$ cat config.mk
export PLATFORM = sky130hd
export DESIGN_NAME = dmem_arbiter
export DESIGN_NICKNAME = d
export VERILOG_FILES = /design/src/rtl/dmem_arbiter.sv
export SDC_FILE = /design/constraint.sdc
export NUM_CORES = 1
export LEC_CHECK = 0
export ABC_AREA = 1
export BUFFER_PORTS_ARGS = -buffer_cell sky130_fd_sc_hd__buf_4
export CAP_MARGIN = 20
export CORE_AREA = 2 2 97 99
export CTS_CLUSTER_DIAMETER = 40
export CTS_CLUSTER_SIZE = 25
export DETAILED_ROUTE_END_ITERATION = 10
export DIE_AREA = 0 0 99 101
export PLACE_DENSITY_LB_ADDON = 0.2
export SYNTH_ARGS = -nofsm -noshare
export SYNTH_HDL_FRONTEND = slang
export SYNTH_SLANG_ARGS = --single-unit
$ cat constraint.sdc
create_clock -name clk -period 2.95 [get_ports clk]
set_input_delay 0.295 -clock clk [delete_from_list [all_inputs] [get_ports clk]]
set_output_delay 0.295 -clock clk [all_outputs]
set_load 0.03 [all_outputs]
$ cat src/rtl/dmem_arbiter.sv
// Arbiter sharing the single-port data memory between the core memory stage and an
// external loader/debug port; core has priority, external gets a bounded burst after MAX_WAIT denials.
module dmem_arbiter #(
    parameter int unsigned AW       = 12,
    parameter int unsigned DW       = 32,
    parameter int unsigned MAX_WAIT = 4,
    parameter int unsigned BURST    = 4
) (
    input  logic          clk,
    input  logic          reset,
    input  logic          c_req,
    input  logic [3:0]    c_we,
    input  logic [AW-1:0] c_adr,
    input  logic [DW-1:0] c_wdata,
    output logic          c_stall,
    output logic          c_rvalid,
    output logic [DW-1:0] c_rdata,
    input  logic          x_req,
    input  logic [3:0]    x_we,
    input  logic [AW-1:0] x_adr,
    input  logic [DW-1:0] x_wdata,
    output logic          x_gnt,
    output logic          x_rvalid,
    output logic [DW-1:0] x_rdata,
    output logic          mem_en,
    output logic [3:0]    mem_we,
    output logic [AW-1:0] mem_adr,
    output logic [DW-1:0] mem_wdata,
    input  logic [DW-1:0] mem_rdata
);

    localparam int unsigned WW = $clog2(MAX_WAIT + 1);
    localparam int unsigned BW = $clog2(BURST + 1);

    localparam logic [0:0] ST_CORE = 1'b0;
    localparam logic [0:0] ST_EXT  = 1'b1;

    logic [0:0]    state_q, state_d;
    logic [WW-1:0] wait_cnt_q, wait_cnt_d;
    logic [BW-1:0] burst_cnt_q, burst_cnt_d;
    logic          c_rd_q, c_rd_d;
    logic          x_rd_q, x_rd_d;

    logic          core_wins_s;
    logic          c_gnt_s;
    logic          x_gnt_s;
    logic [WW-1:0] wait_inc_s;
    logic [BW-1:0] burst_inc_s;

    assign wait_inc_s  = wait_cnt_q + WW'(1);
    assign burst_inc_s = burst_cnt_q + BW'(1);

    // Winner selection; grants are forced off while reset is held low
    always_comb begin
        core_wins_s = 1'b1;
        case (state_q)
            ST_CORE: core_wins_s = 1'b1;
            ST_EXT:  core_wins_s = ~x_req;
            default: core_wins_s = 1'b1;
        endcase
        c_gnt_s = reset & c_req & core_wins_s;
        x_gnt_s = reset & x_req & ~c_gnt_s;
    end

    // Memory port mux: the winner drives the memory, idle cycles default to core address/data
    always_comb begin
        mem_en    = c_gnt_s | x_gnt_s;
        mem_we    = 4'b0000;
        mem_adr   = c_adr;
        mem_wdata = c_wdata;
        if (x_gnt_s) begin
            mem_we    = x_we;
            mem_adr   = x_adr;
            mem_wdata = x_wdata;
        end else if (c_gnt_s) begin
            mem_we    = c_we;
        end else begin
            mem_we    = 4'b0000;
        end
    end

    // Fairness FSM and its wait/burst counters
    always_comb begin
        state_d     = state_q;
        wait_cnt_d  = wait_cnt_q;
        burst_cnt_d = burst_cnt_q;
        case (state_q)
            ST_CORE: begin
                burst_cnt_d = {BW{1'b0}};
                if (x_req & ~x_gnt_s) begin
                    if (wait_inc_s == WW'(MAX_WAIT)) begin
                        state_d    = ST_EXT;
                        wait_cnt_d = {WW{1'b0}};
                    end else begin
                        wait_cnt_d = wait_inc_s;
                    end
                end else begin
                    wait_cnt_d = {WW{1'b0}};
                end
            end
            ST_EXT: begin
                wait_cnt_d = {WW{1'b0}};
                if (!x_req) begin
                    // External side went quiet: hand priority back immediately
                    state_d     = ST_CORE;
                    burst_cnt_d = {BW{1'b0}};
                end else if (x_gnt_s) begin
                    if (burst_inc_s == BW'(BURST)) begin
                        state_d     = ST_CORE;
                        burst_cnt_d = {BW{1'b0}};
                    end else begin
                        burst_cnt_d = burst_inc_s;
                    end
                end else begin
                    burst_cnt_d = burst_cnt_q;
                end
            end
            default: begin
                state_d     = ST_CORE;
                wait_cnt_d  = {WW{1'b0}};
                burst_cnt_d = {BW{1'b0}};
            end
        endcase
    end

    // Read-owner tracking: one bit per port marks a read issued this cycle
    always_comb begin
        c_rd_d = c_gnt_s & (c_we == 4'b0000);
        x_rd_d = x_gnt_s & (x_we == 4'b0000);
    end

    // State registers
    always_ff @(posedge clk or negedge reset) begin
        if (!reset) begin
            state_q     <= ST_CORE;
            wait_cnt_q  <= {WW{1'b0}};
            burst_cnt_q <= {BW{1'b0}};
            c_rd_q      <= 1'b0;
            x_rd_q      <= 1'b0;
        end else begin
            state_q     <= state_d;
            wait_cnt_q  <= wait_cnt_d;
            burst_cnt_q <= burst_cnt_d;
            c_rd_q      <= c_rd_d;
            x_rd_q      <= x_rd_d;
        end
    end

    assign c_stall  = c_req & ~c_gnt_s;
    assign x_gnt    = x_gnt_s;
    assign c_rvalid = c_rd_q;
    assign x_rvalid = x_rd_q;
    assign c_rdata  = mem_rdata;
    assign x_rdata  = mem_rdata;

endmodule

==> run_results.csv <==
group,metric,value,unit
worst_setup_path,cp_data_arrival_time,2340,ps
synthesis,synth-edff-count,0,
floorplan,initial_utilization,18.3,%
power,power_density,283,nW/µm²
cts,htreeDepth,1,
synthesis,ys_seq_area_share,13.7,%
worst_setup_path,path_class,"input pin to output pin",
timing,finalHoldViolations,0,
grt,grt_start_max_net_pins,47,
power,p_leak,1.47,nW
timing,worst_pin_slew,475,ps
cts,clk_pin_slew,50,ps
cts,cts_buffers,3,
hold_path,hold_class,"input pin to flop",
grt,grt_pass1_wl,7.84,mm
grt,antenna_found_initial,0,
floorplan,num_rows,35,
worst_setup_path,cp_data_required_time,2650,ps
worst_setup_path,reg2regPathDepth,5,
synthesis,syn_avg_cell_area,5.92,µm²
route,vias_per_cell,3.94,
placement,gp_congestion,0.765,
timing,setup_viol,0,
synthesis,synth_cell_type_count,24,
route,dr.first_iter.drc_count,20,
floorplan,dieArea,10000,µm²
power,ir_worst_vdd,0.124,mV
synthesis,netlist_area,1650,µm²
placement,io_buffers,152,
worst_setup_path,end_kind,"output pin",
final_layout,layout-drive-gt1-share,47.4,%
route,final_antenna_net_count,0,
route,wl,5.39,mm
cts,cts_tree,"yes",
worst_setup_path,r2r_end,"wait_cnt_q[2]$_DFF_PN0_",
cts,cts_root_buffer,"clkbuf_8",
hold_path,worstHoldPathCells,2,
timing,setup_tns,0,ps
grt,first_global_vias,1693,
worst_setup_path,reg2reg_from,"state_q$_DFF_PN0_",
synthesis,ys_ff_latch,9,
floorplan,die_x,99,µm
worst_setup_path,worst-path-max-fanout,46,
timing,skew,6.91,ps
cts,clk_path_buf_depth,2,
timing,finalMaxSlewViolations,0,
placement,post-dp-hpwl,4.42,mm
timing,fmax,379,MHz
synthesis,syn_nets,414,
outcome,status,"finished clean",
final_layout,layout.nets,500,
hold_path,whs_endpoint,"x_rvalid$_DFF_PN0_",
hold_path,hold_start,"x_we[3]",
run,drv_cap,0,
timing,min_period,2640,ps
worst_setup_path,start_kind,"input pin",
cts,cts_num_sinks,9,
synthesis,yosys_warnings,0,
route,routedWlPerCell,11.4,µm
synthesis,synthesis.instances,278,
route,drcViolationCount,0,
grt,grt_usage,9.67,%
synthesis,synth_ff_type,"dfrtp_1",
timing,grt_setup_unrepaired,"no",
cts,postCtsSetupBuffers,0,
timing,fin_crit_sh,89.4,%
timing,slew_headroom,68.3,%
route,vias,1866,
floorplan,ios,249,
floorplan,coreArea,8980,µm²
grt,overflow,0,
route,dr.pass1.iters,4,
floorplan,die_h,101,µm
final_layout,n_antenna_cell,0,
cts,clkLatencyLatePin,240,ps
power,power,0.687,mW
worst_setup_path,rrSetupSlack,1650,ps
synthesis,synthArstFlopShare,100,%
final_layout,synthToLayoutAreaGrowth,47.8,%
worst max-delay path, cell delays in order:
cell and delay [ps]:
dlygate4sd3_1 540, buf_4 200, nand2_1 100, clkinv_1 100
nand2_4 110, nand2_4 180, inv_4 410, nand2_1 80
o21ai_0 110, buf_4 200
stage by stage:
| stage | utilization (%) | hold WS [ps] | cell area, µm² | setup slack, ps | cells |
|---|---|---|---|---|---|
| floorplan | - | -0.591 | 1650 | 1300 | 278 |
| global placement | 26.5 | 150 | 2380 | 825 | 469 |
| detailed placement | 26.5 | 154 | 2380 | 791 | 469 |
| CTS | 27.1 | 222 | 2430 | 236 | 474 |
| global route | 27.1 | 224 | 2430 | 52.5 | 474 |
| finish | 27.1 | 227 | 2430 | 313 | 474 |
logic make-up after synthesis:
kind of cell | share of synthesized area (%)
compound gates | 3.35
fa+ha+maj | 3.04
xor+xnor | 0.532
buf+inv | 37.9
simple gates | 41.5
flops | 13.7
sequential cells by signal (all words and copies together), names as in the netlist:
signal       count
state_q          1
burst_cnt_q      3
c_rvalid         1
x_rvalid         1
wait_cnt_q       3
worst max path at each step:
stage	from	end	slack, ps
floorplan	state_q$_DFF_PN0_	mem_we[0]	1300
global route	reset	mem_we[3]	50
global placement	reset	mem_we[3]	830
detailed placement	reset	mem_we[3]	790
CTS	reset	mem_we[3]	240
finish	reset	mem_we[3]	310
Yosys cell counts, types with 2 or more instances:
| cell | instances | share of area (%) |
|---|---|---|
| nor3_1 | 2 | 0.61 |
| dfrtp_1 | 9 | 14 |
| nand2_4 | 2 | 1.4 |
| buf_4 | 68 | 31 |
| inv_1 | 14 | 3.2 |
| o22ai_1 | 2 | 0.76 |
| ha_1 | 4 | 3.0 |
| o21ai_0 | 4 | 1.2 |
| buf_2 | 3 | 0.91 |
| nand4_1 | 2 | 0.76 |
| nand3_1 | 4 | 1.2 |
| nand2_1 | 137 | 31 |
| nor2_1 | 6 | 1.4 |
| a21boi_0 | 2 | 0.91 |
| nand2_2 | 10 | 3.8 |
cell type report:
class	instances	area, µm²
Clock buffer	3	41.3
Clock inverter	1	5.00
Fill cell	1001	6550
Inverter	17	66.3
Multi-Input combinational cell	179	797
Sequential cell	9	225
Tap cell	111	139
Timing Repair Buffer	154	1160
placed cells by master, fill, tap and decap left out:
master	count
nand4_1	2
nor3_1	2
inv_4	1
ha_1	4
clkinv_1	1
nand3_1	4
o21ai_0	4
clkbuf_8	3
buf_4	153
o21bai_1	1
inv_1	14
nor2_1	6
o22ai_1	2
xnor2_1	1
nand2_2	10
dlygate4sd3_1	1
a21boi_0	2
inv_2	1
dfrtp_1	9
nand2_4	2
nand2_1	137
clkinv_2	1
nand3b_2	1
nand3b_1	1
report_power, final:
part           internal (mW)  leakage (nW)  switching (mW)  total (mW)
Combinational          0.187          1.32           0.226       0.413
Clock                 0.0924        0.0255          0.0525       0.145
Sequential             0.127         0.124         0.00225       0.129
what timing repair did:
action                                 CTS  global route
endpoints found under the hold margin    9             0
setup endpoints to repair                0             0
hold buffers                             1             0
gates resized for setup                  0             0
metal layers:
metal	global-route usage (%)	share of wire, %	vias up
li1	-	-	944
met1	10.5	36	796
met2	17.4	50	96
met3	2.15	10	30
met4	5.27	3.5	0
met5	0	0	-
Power figures use the tool's default switching activity.
